<file path="config.mk">
export PLATFORM = sky130hd
export DESIGN_NAME = std_cache_axi_limiter
export DESIGN_NICKNAME = d
export VERILOG_FILES = /design/src/rtl/std_cache_axi_limiter.sv
export SDC_FILE = /design/constraint.sdc
export NUM_CORES = 1
export LEC_CHECK = 0
export BUFFER_PORTS_ARGS = -buffer_cell sky130_fd_sc_hd__clkbuf_2
export CAP_MARGIN = 20
export CORE_AREA = 2 2 203 205
export CTS_CLUSTER_SIZE = 30
export DETAILED_ROUTE_END_ITERATION = 8
export DIE_AREA = 0 0 205 207
export PLACE_DENSITY = 0.45
export SLEW_MARGIN = 10
export SYNTH_ARGS = -nofsm -noshare
export SYNTH_HDL_FRONTEND = slang
export SYNTH_SLANG_ARGS = --single-unit
</file>
<file path="constraint.sdc">
create_clock -name clk_i -period 9.4 [get_ports clk_i]
set_input_delay 0.94 -clock clk_i [delete_from_list [all_inputs] [get_ports clk_i]]
set_output_delay 0.94 -clock clk_i [all_outputs]
set_load 0.01 [all_outputs]
</file>
<file path="src/rtl/std_cache_axi_limiter.sv">
// Outstanding-transaction limiter between the cache AXI master port and the interconnect.
// Latency: zero-cycle pass-through on every channel; tracking state updates the cycle after a handshake.
// Backpressure: AR/AW are held back when their class is full or block_i is high; an issued valid is never withdrawn.
// Optional watchdog: define STD_CACHE_AXI_WATCHDOG_EN to build the stuck-traffic timeout.

package std_cache_axi_limiter_pkg;
    typedef struct packed {
        int unsigned AxiIdWidth;
    } cfg_t;

    localparam cfg_t cva6_cfg_empty = '{AxiIdWidth: 4};

    localparam int unsigned IdW   = 4;
    localparam int unsigned AddrW = 32;
    localparam int unsigned DataW = 64;

    typedef struct packed {
        logic [IdW-1:0]   id;
        logic [AddrW-1:0] addr;
        logic [7:0]       len;
        logic [2:0]       size;
        logic [1:0]       burst;
    } ax_t;

    typedef struct packed {
        logic [DataW-1:0]   data;
        logic [DataW/8-1:0] strb;
        logic               last;
    } w_t;

    typedef struct packed {
        logic [IdW-1:0] id;
        logic [1:0]     resp;
    } b_t;

    typedef struct packed {
        logic [IdW-1:0]   id;
        logic [DataW-1:0] data;
        logic [1:0]       resp;
        logic             last;
    } r_t;

    typedef struct packed {
        ax_t  aw;
        logic aw_valid;
        w_t   w;
        logic w_valid;
        logic b_ready;
        ax_t  ar;
        logic ar_valid;
        logic r_ready;
    } axi_req_dflt_t;

    typedef struct packed {
        logic aw_ready;
        logic ar_ready;
        logic w_ready;
        logic b_valid;
        b_t   b;
        logic r_valid;
        r_t   r;
    } axi_rsp_dflt_t;
endpackage

module std_cache_axi_limiter
    import std_cache_axi_limiter_pkg::*;
#(
    parameter cfg_t        CVA6Cfg        = cva6_cfg_empty,
    parameter type         axi_req_t      = std_cache_axi_limiter_pkg::axi_req_dflt_t,
    parameter type         axi_rsp_t      = std_cache_axi_limiter_pkg::axi_rsp_dflt_t,
    parameter int unsigned MaxOutstanding = 4,
    parameter int unsigned WatchdogCycles = 1024
) (
    input  logic     clk_i,
    input  logic     rst_ni,
    input  axi_req_t slv_req_i,
    output axi_rsp_t slv_resp_o,
    output axi_req_t mst_req_o,
    input  axi_rsp_t mst_resp_i,
    input  logic     block_i,
    output logic     idle_o,
    output logic     err_o,
    output logic     timeout_o
);
    localparam int unsigned IdWidth  = CVA6Cfg.AxiIdWidth;
    localparam logic [3:0]  MAX_CNT  = 4'(MaxOutstanding);
    localparam logic [15:0] WD_LIMIT = 16'(WatchdogCycles - 1);

    // Class 0: I$ (0000), class 1: D$ (0111), class 2: bypass (everything else).
    function automatic logic [1:0] id_class(input logic [IdWidth-1:0] id);
        logic [3:0] low;
        low = id[3:0];
        if (low == 4'b0000)      return 2'd0;
        else if (low == 4'b0111) return 2'd1;
        else                     return 2'd2;
    endfunction

    function automatic logic [3:0] cnt_next(input logic [3:0] cnt, input logic inc, input logic dec);
        if (inc && !dec)                 return cnt + 4'd1;
        else if (dec && !inc && cnt != 0) return cnt - 4'd1;
        else                             return cnt;
    endfunction

    logic [3:0] r_rd_cnt [3];
    logic [3:0] r_wr_cnt [3];
    logic [3:0] w_rd_nxt [3];
    logic [3:0] w_wr_nxt [3];
    logic       r_ar_pend, r_aw_pend, r_err;
    logic [1:0] w_ar_cls, w_aw_cls, w_r_cls, w_b_cls;
    logic       w_ar_allow, w_aw_allow, w_ar_mvld, w_aw_mvld;
    logic       w_ar_hs, w_aw_hs, w_r_done, w_b_done;
    logic       w_uflow, w_all_zero;

    assign w_ar_cls   = id_class(slv_req_i.ar.id);
    assign w_aw_cls   = id_class(slv_req_i.aw.id);
    assign w_r_cls    = id_class(mst_resp_i.r.id);
    assign w_b_cls    = id_class(mst_resp_i.b.id);

    // A pending valid keeps its grant so the handshake can complete even under block_i or a full class.
    assign w_ar_allow = r_ar_pend | (~block_i & (r_rd_cnt[w_ar_cls] != MAX_CNT));
    assign w_aw_allow = r_aw_pend | (~block_i & (r_wr_cnt[w_aw_cls] != MAX_CNT));
    assign w_ar_mvld  = slv_req_i.ar_valid & w_ar_allow;
    assign w_aw_mvld  = slv_req_i.aw_valid & w_aw_allow;
    assign w_ar_hs    = w_ar_mvld & mst_resp_i.ar_ready;
    assign w_aw_hs    = w_aw_mvld & mst_resp_i.aw_ready;
    assign w_r_done   = mst_resp_i.r_valid & slv_req_i.r_ready & mst_resp_i.r.last;
    assign w_b_done   = mst_resp_i.b_valid & slv_req_i.b_ready;

    // Pass every channel straight through, gating only the AR/AW handshakes.
    always_comb begin
        mst_req_o             = slv_req_i;
        mst_req_o.ar_valid    = w_ar_mvld;
        mst_req_o.aw_valid    = w_aw_mvld;
        slv_resp_o            = mst_resp_i;
        slv_resp_o.ar_ready   = mst_resp_i.ar_ready & w_ar_allow;
        slv_resp_o.aw_ready   = mst_resp_i.aw_ready & w_aw_allow;
    end

    // Next counter values and underflow detection (a completion for an empty class).
    always_comb begin
        w_uflow    = 1'b0;
        w_all_zero = 1'b1;
        for (int c = 0; c < 3; c++) begin
            w_rd_nxt[c] = cnt_next(r_rd_cnt[c], w_ar_hs && (w_ar_cls == 2'(c)),
                                   w_r_done && (w_r_cls == 2'(c)));
            w_wr_nxt[c] = cnt_next(r_wr_cnt[c], w_aw_hs && (w_aw_cls == 2'(c)),
                                   w_b_done && (w_b_cls == 2'(c)));
            if (w_r_done && (w_r_cls == 2'(c)) && !(w_ar_hs && (w_ar_cls == 2'(c))) && (r_rd_cnt[c] == 4'd0))
                w_uflow = 1'b1;
            if (w_b_done && (w_b_cls == 2'(c)) && !(w_aw_hs && (w_aw_cls == 2'(c))) && (r_wr_cnt[c] == 4'd0))
                w_uflow = 1'b1;
            if ((r_rd_cnt[c] != 4'd0) || (r_wr_cnt[c] != 4'd0))
                w_all_zero = 1'b0;
        end
    end

    // Tracking state: per-class counters, pending-valid flags and the sticky error flag.
    always_ff @(posedge clk_i or negedge rst_ni) begin
        if (!rst_ni) begin
            for (int c = 0; c < 3; c++) begin
                r_rd_cnt[c] <= 4'd0;
                r_wr_cnt[c] <= 4'd0;
            end
            r_ar_pend <= 1'b0;
            r_aw_pend <= 1'b0;
            r_err     <= 1'b0;
        end else begin
            for (int c = 0; c < 3; c++) begin
                r_rd_cnt[c] <= w_rd_nxt[c];
                r_wr_cnt[c] <= w_wr_nxt[c];
            end
            r_ar_pend <= w_ar_mvld & ~mst_resp_i.ar_ready;
            r_aw_pend <= w_aw_mvld & ~mst_resp_i.aw_ready;
            if (w_uflow)
                r_err <= 1'b1;
        end
    end

    assign err_o  = r_err;
    assign idle_o = w_all_zero & ~r_ar_pend & ~r_aw_pend & ~slv_req_i.ar_valid & ~slv_req_i.aw_valid;

`ifdef STD_CACHE_AXI_WATCHDOG_EN
    logic [15:0] r_wd;
    logic        r_timeout;

    // Watchdog: count cycles without a completion while anything is outstanding.
    always_ff @(posedge clk_i or negedge rst_ni) begin
        if (!rst_ni) begin
            r_wd      <= 16'd0;
            r_timeout <= 1'b0;
        end else begin
            if (w_r_done || w_b_done || w_all_zero)
                r_wd <= 16'd0;
            else
                r_wd <= r_wd + 16'd1;
            if (r_wd == WD_LIMIT)
                r_timeout <= 1'b1;
        end
    end

    assign timeout_o = r_timeout;
`else
    logic w_unused_wd;
    assign w_unused_wd = ^WD_LIMIT;
    assign timeout_o   = 1'b0;
`endif

endmodule

</file>
==> results.tsv, run 1 <==
metric	value	unit
status	completed	
core area	40400	sq um
Min Clock Period, post-route	3.80	ns
root buffer cell	clkbuf_16	
post-synthesis sequential area ratio	16.2	%
final core occ	8.00	%
Final setup viols	0	
clock skew	0.00418	ns
max-capacitance violation count	0	
commonest non-fill, non-tap cell in the layout	clkbuf_2	
ys flop type	dfrtp_1	
initial DRC count	92	
IO Count	522	
R2R cell count	11	
GPL Wtd Cong	0.722	
CTS Buffer Depth	2	
CP Launch Type	input port	
part of the cycle the worst path needs	40.5	%
Crit Path Max Fanout	8	
buffer count from post-CTS setup fixing	0	
Hold Slack	0.505	ns
Post-DRT Antenna Nets	0	
fill cell count	4783	
Synth area leader	buf_4	
CP endpoint kind	flip-flop	
Critical R2R Launch	r_wr_cnt[0]	
Num CTS Buffers	3	
Worst-Margin Slew	0.849	ns
worst skew pair latency	0.27	ns
H-Tree Depth	1	
CTS clk-pin slew, worst paths	0.08	ns
hold bufs inserted after CTS	0	
setup_tns	0	ns
hold path start	r_rd_cnt[3]	
Setup Slack @ Placement	5.24	ns
drt first pass iters	4	
initial antenna violation count	0	
Cell Rows	74	
Nets	575	
RSZ-0062 raised after global routing	no	
Synth warnings	0	
PortBufs	54	
asr flop ratio synth	100	%
P_leak	1.19	nW
top post-synthesis cells by area	buf_4 (46%), dfrtp_1 (16%), ha_1 (3.6%)	
CP arrival	3.98	ns
Netlist Area Pre-Place	4160	sq um
Hold Crit Depth	1	
WHS Endpoint	r_rd_cnt[3]	
Die X	205	microns
slowest stage delay, CP	0.52	ns
DP Area	3150	sq um
# resized after CTS	0	
Syn-to-layout area delta	-22.4	%
Vias	2352	
area share of the largest cell type after synthesis	46.4	%
largest net degree at the start of global routing	28	
fmax	263	MHz
Crit path max-delay family	simple AND/OR/NAND/NOR gates	
Unique masters post-synth	58	
R2R Setup Slk	5.98	ns
vias in the first global route	2401	
clk sinks	27	
wire per inst	14.4	microns
Slew HR	42.9	%
vias per cell	2.84	
die height	207	microns
Synth Register Bits	27	
Worst Hold Class	flip-flop to flip-flop	
critical setup path kind	input port to flip-flop	
DIE AREA	42400	sq um
fraction of layout cells with a size suffix above 1	25.8	%
CTS tree	yes	
Syn Inst Count	497	
R2R Path End	r_wr_cnt[3]	
CP Buf/Inv Count	1	
aggregate global-route resource usage	5.45	%
Post-DP HPWL	10.1	mm
DR DRC count	0	
Synth Net Count	776	
Max Slew Vio Count	0	
most frequent cells in the layout	clkbuf_2 (54), dfrtp_1 (27), nand2_1 (23)	
first-pass GRT wire length	16.5	mm
Worst EP required	9.58	ns
final-report hold violation count	0	
post-route cell area	3230	sq um
Avg Synthesized Cell Area	8.37	sq um
PwrDens	190	nW/um^2
CP Cell Sequence	clkbuf_2, nor4_2, or4_1, o211a_1, and3_1, o21ai_0, ha_1, a21o_2, a21oi_1, nand3_1, or2_0, a211oi_1	
Critical path origin	slv_req_i[172]	
Post-synth EDFFs	0	
DRT Wirelength	12.0	mm
Slowest cell on crit path	nor4_2	
Overflow after GRT	0	
final setup margin	5.60	ns
VDD IR max	97.6	uV
Initial Util	10.3	%
==> cell type report <==
| cell class | count | area, sq um | area share [%] |
|---|---|---|---|
| tap | 532 | 666 | 20.6 |
| multi-input combinational | 204 | 1510 | 46.9 |
| timing repair buffer | 54 | 270 | 8.37 |
| antenna | 1 | 2.50 | 0.0775 |
| clock buffer | 4 | 78.8 | 2.44 |
| sequential | 27 | 676 | 20.9 |
| inverter | 6 | 22.5 | 0.698 |
==> where the power goes <==
group / internal, mW / switching [mW]
registers: 0.163 / 0.0683
logic: 0.136 / 0.138
clock network: 0.0585 / 0.0479
==> layer usage <==
| layer | share of wire (%) | GRT usage (%) | wire length (microns) |
|---|---|---|---|
| met1 | 35 | 5.61 | 4200 |
| met2 | 39 | 7.25 | 4650 |
| met3 | 17 | 4.00 | 2030 |
| met4 | 9.1 | 4.66 | 1080 |
| met5 | 0 | 0 | 0 |
==> worst max path at each step <==
stage / slack, ns / endpoint / depth (start not counted)
after floorplan: 5.86 / r_wr_cnt[3] / 12
after global placement: 5.40 / r_wr_cnt[3] / 12
after detailed placement: 5.24 / r_wr_cnt[3] / 12
after CTS: 5.51 / r_wr_cnt[3] / 12
after global routing: 5.28 / r_wr_cnt[3] / 12
final: 5.60 / r_wr_cnt[3] / 12
==> kinds of logic after synthesis <==
kind of cell | synth area share, %
multiplexers | 3.82
buffers and inverters | 47.4
flip-flops | 16.2
AO/OA/AOI/OAI | 8.93
other | 0.0901
XOR/XNOR | 3.16
AND/OR/NAND/NOR | 13.9
adder cells (fa/ha/maj) | 6.50
==> cell usage after synthesis, types with 7 or more instances <==
library cell  instances
a21oi_1              16
xnor2_1               8
or3_1                 7
nand2_1              23
buf_4               257
nor3_1               13
ha_1                 12
nor2_1               15
xor2_1                7
dfrtp_1              27
nand3_1              12
==> per-stage QoR <==
stage          power (mW)  cells
2_1_floorplan       0.531    497
3_3_place_gp        0.509    823
3_5_place_dp        0.515    823
4_1_cts             0.626    827
5_1_grt             0.677    827
6_report            0.612    828
==> registers in the layout, indices dropped and copies added (netlist names) <==
name       cells
r_aw_pend      1
err_o          1
r_wr_cnt      12
r_ar_pend      1
r_rd_cnt      12
Power figures use the tool's default switching activity.
==> inputs of run 2 (changes only) <==
- CORE_AREA: 2 2 203 205 -> 2 2 204 206
- DIE_AREA: 0 0 205 207 -> 0 0 206 208
- clock period: 9.4 -> 3.45 ns (I/O delays scaled with it)
==> results.tsv, run 2 (synthesis results as in run 1) <==
metric	value	unit	change
Initial Util	10.3	%	-0.047 points
vias per cell	2.85		+0.46%
CP arrival	3.33	ns	-0.65 ns
VDD IR max	197	uV	+100%
Worst EP required	3.63	ns	-5.95 ns
DR DRC count	0		unchanged
Psw	0.702	mW	+180%
Syn-to-layout area delta	-21.2	%	
drt first pass iters	4		unchanged
hold bufs inserted after CTS	0		unchanged
clock power share	16.7	%	-0.7 points
status	completed		
critical setup path kind	flip-flop to flip-flop		
Pint	0.983	mW	+170%
PortBufs	54		unchanged
die height	208	microns	+0.48%
core area	40600	sq um	+0.46%
Worst-Margin Slew	0.829	ns	-0.0206 ns
# resized after CTS	0		unchanged
Min Clock Period, post-route	3.15	ns	
Die X	206	microns	+0.49%
part of the power in registers	37.5	%	-0.4 points
Max Slew Vio Count	0		unchanged
RSZ-0062 raised after global routing	no		
Slew HR	44.8	%	+1.9 points
logic gate share of total power	45.7	%	+0.9 points
Switching Fraction	41.6	%	+0.17 points
H-Tree Depth	1		unchanged
Cell Rows	74		unchanged
vias in the first global route	2394		-0.29%
GPL Wtd Cong	0.756		+4.8%
CTS clk-pin slew, worst paths	0.08	ns	about the same
clock skew	0.00461	ns	+0.000429 ns
worst skew pair latency	0.27	ns	about the same
first-pass GRT wire length	16.2	mm	-2.2%
max-capacitance violation count	0		unchanged
root buffer cell	clkbuf_16		
buffer count from post-CTS setup fixing	0		unchanged
commonest non-fill, non-tap cell in the layout	clkbuf_2		
clk sinks	27		unchanged
fmax	317	MHz	
Nets	582		+1.2%
initial antenna violation count	1		+1
post-route cell area	3280	sq um	+1.6%
largest net degree at the start of global routing	28		unchanged
Final setup viols	0		unchanged
top flop regs	r_rd_cnt x12, r_wr_cnt x12		
most frequent cells in the layout	clkbuf_2 (54), dfrtp_1 (27), nand2_1 (23)		
CP Launch Type	flip-flop		
DP Area	3200	sq um	+1.7%
Num CTS Buffers	3		unchanged
CTS Buffer Depth	2		unchanged
total power	1.68	mW	+180%
Post-DRT Antenna Nets	0		unchanged
Worst Hold Class	input port to asynchronous set/reset pin		
DRT Wirelength	11.8	mm	-0.94%
Post-DP HPWL	10.1	mm	-0.91%
aggregate global-route resource usage	5.30	%	-0.15 points
fill cell count	4787		+0.084%
P_leak	1.22	nW	+3.1%
CP endpoint kind	flip-flop		
fraction of layout cells with a size suffix above 1	27.5	%	+1.7 points
CTS tree	yes		
final-report hold violation count	0		unchanged
PwrDens	514	nW/um^2	+170%
setup_tns	0	ns	unchanged
Overflow after GRT	0		unchanged
Crit Path Max Fanout	5		-3
Setup Slack @ Placement	0.269	ns	-4.97 ns
initial DRC count	99		+7.6%
IO Count	522		unchanged
wire per inst	14.2	microns	-1.6%
final setup margin	0.300	ns	-5.30 ns
DIE AREA	42800	sq um	+0.97%
part of the cycle the worst path needs	91.3	%	
n_diodes	0		-1
Vias	2380		+1.2%
==> run 2: metrics by stage <==
step	std cells	hold slack (ns)	util, %
3_5_place_dp	830	0.491	7.89
2_1_floorplan	497	0.0494	-
6_report	834	0.153	8.08
4_1_cts	834	0.204	8.08
5_1_grt	834	0.226	8.08
3_3_place_gp	830	0.486	7.89
==> run 2: final timing paths <==
| path | cells past startpoint | slack, ns | from | end |
|---|---|---|---|---|
| max | 11 | 0.30 | r_wr_cnt[0] | r_wr_cnt[3] |
| min | 1 | 0.15 | rst_ni | r_wr_cnt[10] |
| max reg2reg | 11 | 0.30 | r_wr_cnt[0] | r_wr_cnt[3] |
| min reg2reg | 1 | 0.49 | r_rd_cnt[7] | r_rd_cnt[7] |
| max in group asynchronous | 1 | 2.76 | rst_ni | r_rd_cnt[1] |
| min in group clk_i | 2 | 0.24 | mst_resp_i[81] | r_aw_pend |
==> run 2: cell type report <==
type | instances | area (sq um) | share of cell area (%)
timing repair buffer | 61 | 323 | 9.85
inverter | 6 | 22.5 | 0.687
multi-input combinational | 204 | 1510 | 46.1
tap | 532 | 666 | 20.3
clock buffer | 4 | 78.8 | 2.40
sequential | 27 | 676 | 20.6
==> run 2: metal layers <==
layer / part of all wire (%) / vias to the layer above / GRT usage (%)
met4: 12 / 0 / 5.91
met3: 14 / 112 / 3.26
li1: - / 1020 / -
met1: 37 / 1056 / 5.53
met2: 37 / 192 / 6.77
met5: 0 / - / 0
==> run 2: worst max-delay path: stages, from the launching register on <==
cell and delay, ns:
dfrtp_1 0.43, or3_1 0.42, or4_1 0.41, o211a_1 0.16
and3_1 0.20, o21ai_0 0.17, ha_1 0.31, a21o_2 0.20
a21oi_1 0.22, nand3_1 0.12, or2_0 0.22, a211oi_1 0.19
==> run 2: power groups by stage <==
stage	Clock, mW	Combinational (mW)	Sequential [mW]
finish	0.282	0.770	0.633
global route	0.318	0.889	0.662
CTS	0.302	0.790	0.636
floorplan	0	0.864	0.584
detailed placement	0	0.787	0.639
global placement	0	0.767	0.640
==> inputs of run 3 (changes only) <==
- CELL_PAD_IN_SITES_DETAIL_PLACEMENT: default -> 1
- CELL_PAD_IN_SITES_GLOBAL_PLACEMENT: default -> 2
- CORE_AREA: 2 2 204 206 -> 2 2 202 204
- DIE_AREA: 0 0 206 208 -> 0 0 204 206
- PLACE_DENSITY: 0.45 -> 0.72
- clock period: 3.45 -> 3 ns (I/O delays scaled with it)
==> results.tsv, run 3 (synthesis results as in run 1) <==
metric	value	unit	change
CP Buf/Inv Count	0		unchanged
commonest non-fill, non-tap cell in the layout	clkbuf_2		
CP endpoint kind	flip-flop		
total power	2.11	mW	+25%
core area	40200	sq um	-0.91%
DR DRC count	0		unchanged
CP Launch Type	flip-flop		
post-route cell area	3440	sq um	+5.0%
top flop regs	r_rd_cnt x12, r_wr_cnt x12		
final-report hold violation count	0		unchanged
Slowest cell on crit path	or4_4		
CTS tree	yes		
Crit path max-delay family	simple AND/OR/NAND/NOR gates		
R2R cell count	11		unchanged
DP Area	3300	sq um	+3.2%
Slew HR	40.9	%	-3.8 points
IO Count	522		unchanged
status	completed		
PortBufs	54		unchanged
fill cell count	4846		+1.2%
hold bufs inserted after CTS	0		unchanged
part of the cycle the worst path needs	96.0	%	+4.7 points
largest net degree at the start of global routing	28		unchanged
DIE AREA	42000	sq um	-1.9%
PwrDens	612	nW/um^2	+19%
part of the power in registers	32.5	%	-5.0 points
DRT Wirelength	13.2	mm	+11%
worst skew pair latency	0.27	ns	about the same
clock power share	15.4	%	-1.3 points
Die X	204	microns	-0.97%
max-capacitance violation count	0		unchanged
initial DRC count	110		+11%
Worst Hold Class	input port to asynchronous set/reset pin		
register area	676	sq um	unchanged
CP Depth	11		unchanged
CTS clk-pin slew, worst paths	0.08	ns	about the same
vias in the first global route	2710		+13%
die height	206	microns	-0.96%
first-pass GRT wire length	18.2	mm	+13%
logic gate share of total power	52.1	%	+6.4 points
slowest stage delay, CP	0.42	ns	about the same
Nets	598		+2.7%
H-Tree Depth	1		unchanged
wire per inst	15.5	microns	+9.0%
fmax	347	MHz	+9.4%
Max Slew Vio Count	0		unchanged
Initial Util	10.4	%	+0.095 points
CP arrival	3.08	ns	-0.25 ns
Crit Path Max Fanout	5		unchanged
root buffer cell	clkbuf_16		
P_leak	1.30	nW	+6.5%
CP Cell Sequence	or3_4, or4_4, o211a_4, and3_4, o21ai_2, ha_1, a21o_2, a21oi_2, nand3_1, or2_1, a211oi_2		
Worst-Margin Slew	0.886	ns	+0.0572 ns
clock skew	0.0139	ns	+0.00928 ns
Syn-to-layout area delta	-17.3	%	
GPL Wtd Cong	0.733		-3.1%
most frequent cells in the layout	clkbuf_2 (54), dfrtp_1 (27), nand2_1 (23), buf_4 (23), nor2_1 (15)		
fraction of layout cells with a size suffix above 1	34.0	%	+6.5 points
clk sinks	27		unchanged
initial antenna violation count	2		+1
VDD IR max	242	uV	+23%
n_diodes	0		unchanged
Psw	0.865	mW	+23%
Worst EP required	3.20	ns	-0.43 ns
DP Cell Count	843		+1.6%
critical setup path kind	flip-flop to flip-flop		
aggregate global-route resource usage	6.07	%	+0.77 points
vias per cell	2.95		+3.4%
CTS Buffer Depth	2		unchanged
Pint	1.24	mW	+26%
Cell Rows	74		unchanged
final core occ	8.57	%	+0.48 points
area of the multi-input gates	1560	sq um	+2.9%
Post-DP HPWL	11.3	mm	+12%
RSZ-0062 raised after global routing	no		
Min Clock Period, post-route	2.88	ns	-0.271 ns
Post-DRT Antenna Nets	0		unchanged
drt first pass iters	3		-1
Final setup viols	0		unchanged
Overflow after GRT	0		unchanged
Switching Fraction	41.1	%	-0.58 points
Num CTS Buffers	3		unchanged
setup_tns	0	ns	unchanged
Vias	2509		+5.4%
post-route insts no fill	850		+1.9%
==> run 3: cell types whose count changed in the layout (fill, tap and decap cells not counted), sizes merged <==
| cell | before | now |
|---|---|---|
| buf | 7 | 23 |
==> run 3: power groups by stage <==
stage                     sequential [mW]  combinational (mW)  clock [mW]
after floorplan                     0.671               0.994           0
after global placement              0.683                1.03           0
after detailed placement            0.691                1.06           0
after CTS                           0.680                1.08       0.347
after global routing                0.714                1.25       0.355
final                               0.685                1.10       0.326
==> run 3: final timing paths <==
| check | start | endpoint | slack [ns] |
|---|---|---|---|
| hold / removal | rst_ni | r_aw_pend | 0.10 |
| setup / recovery | r_wr_cnt[0] | r_wr_cnt[3] | 0.12 |
| setup reg to reg | r_wr_cnt[0] | r_wr_cnt[3] | 0.12 |
| hold reg to reg | r_rd_cnt[7] | r_rd_cnt[7] | 0.51 |
| min in group clk_i | mst_resp_i[81] | r_aw_pend | 0.20 |
| max in group asynchronous | rst_ni | r_rd_cnt[0] | 2.36 |
==> run 3: area by class of cell <==
| class | count | share of cell area, % |
|---|---|---|
| multi-input combinational | 204 | 45.2 |
| sequential | 27 | 19.6 |
| tap | 532 | 19.3 |
| timing repair buffer | 77 | 12.9 |
| clock buffer | 4 | 2.29 |
| inverter | 6 | 0.654 |
==> run 3: repair_timing <==
item | CTS | global route
buffers inserted | 1 | 2
gates resized for setup | 0 | 9
endpoints found under the setup margin | 1 | 3
gates cloned | 0 | 0
pin swaps | 0 | 4
==> run 3: stage by stage <==
| stage | hold WS (ns) | setup slack, ns |
|---|---|---|
| after global routing | 0.152 | 0.00311 |
| after CTS | 0.147 | 0.00137 |
| after detailed placement | 0.451 | -0.0125 |
| final | 0.100 | 0.121 |
| after global placement | 0.436 | 0.0469 |
| after floorplan | 0.00441 | 0.0562 |
==> run 3: routing by layer <==
layer / up-vias / wire length [microns] / GRT usage [%] / part of all wire [%]
li1: 1051 / - / - / -
met1: 1128 / 4540 / 5.91 / 34
met2: 204 / 5660 / 9.27 / 43
met3: 126 / 1600 / 2.95 / 12
met4: 0 / 1370 / 6.13 / 10
met5: - / 0 / 0 / 0
==> run 3: worst reg2reg max path: stages, from the launching register on <==
cell and delay, ns:
dfrtp_1 0.39, or3_4 0.39, or4_4 0.42, o211a_4 0.17, and3_4 0.18, o21ai_2 0.08
ha_1 0.26, a21o_2 0.22, a21oi_2 0.14, nand3_1 0.10, or2_1 0.27, a211oi_2 0.17
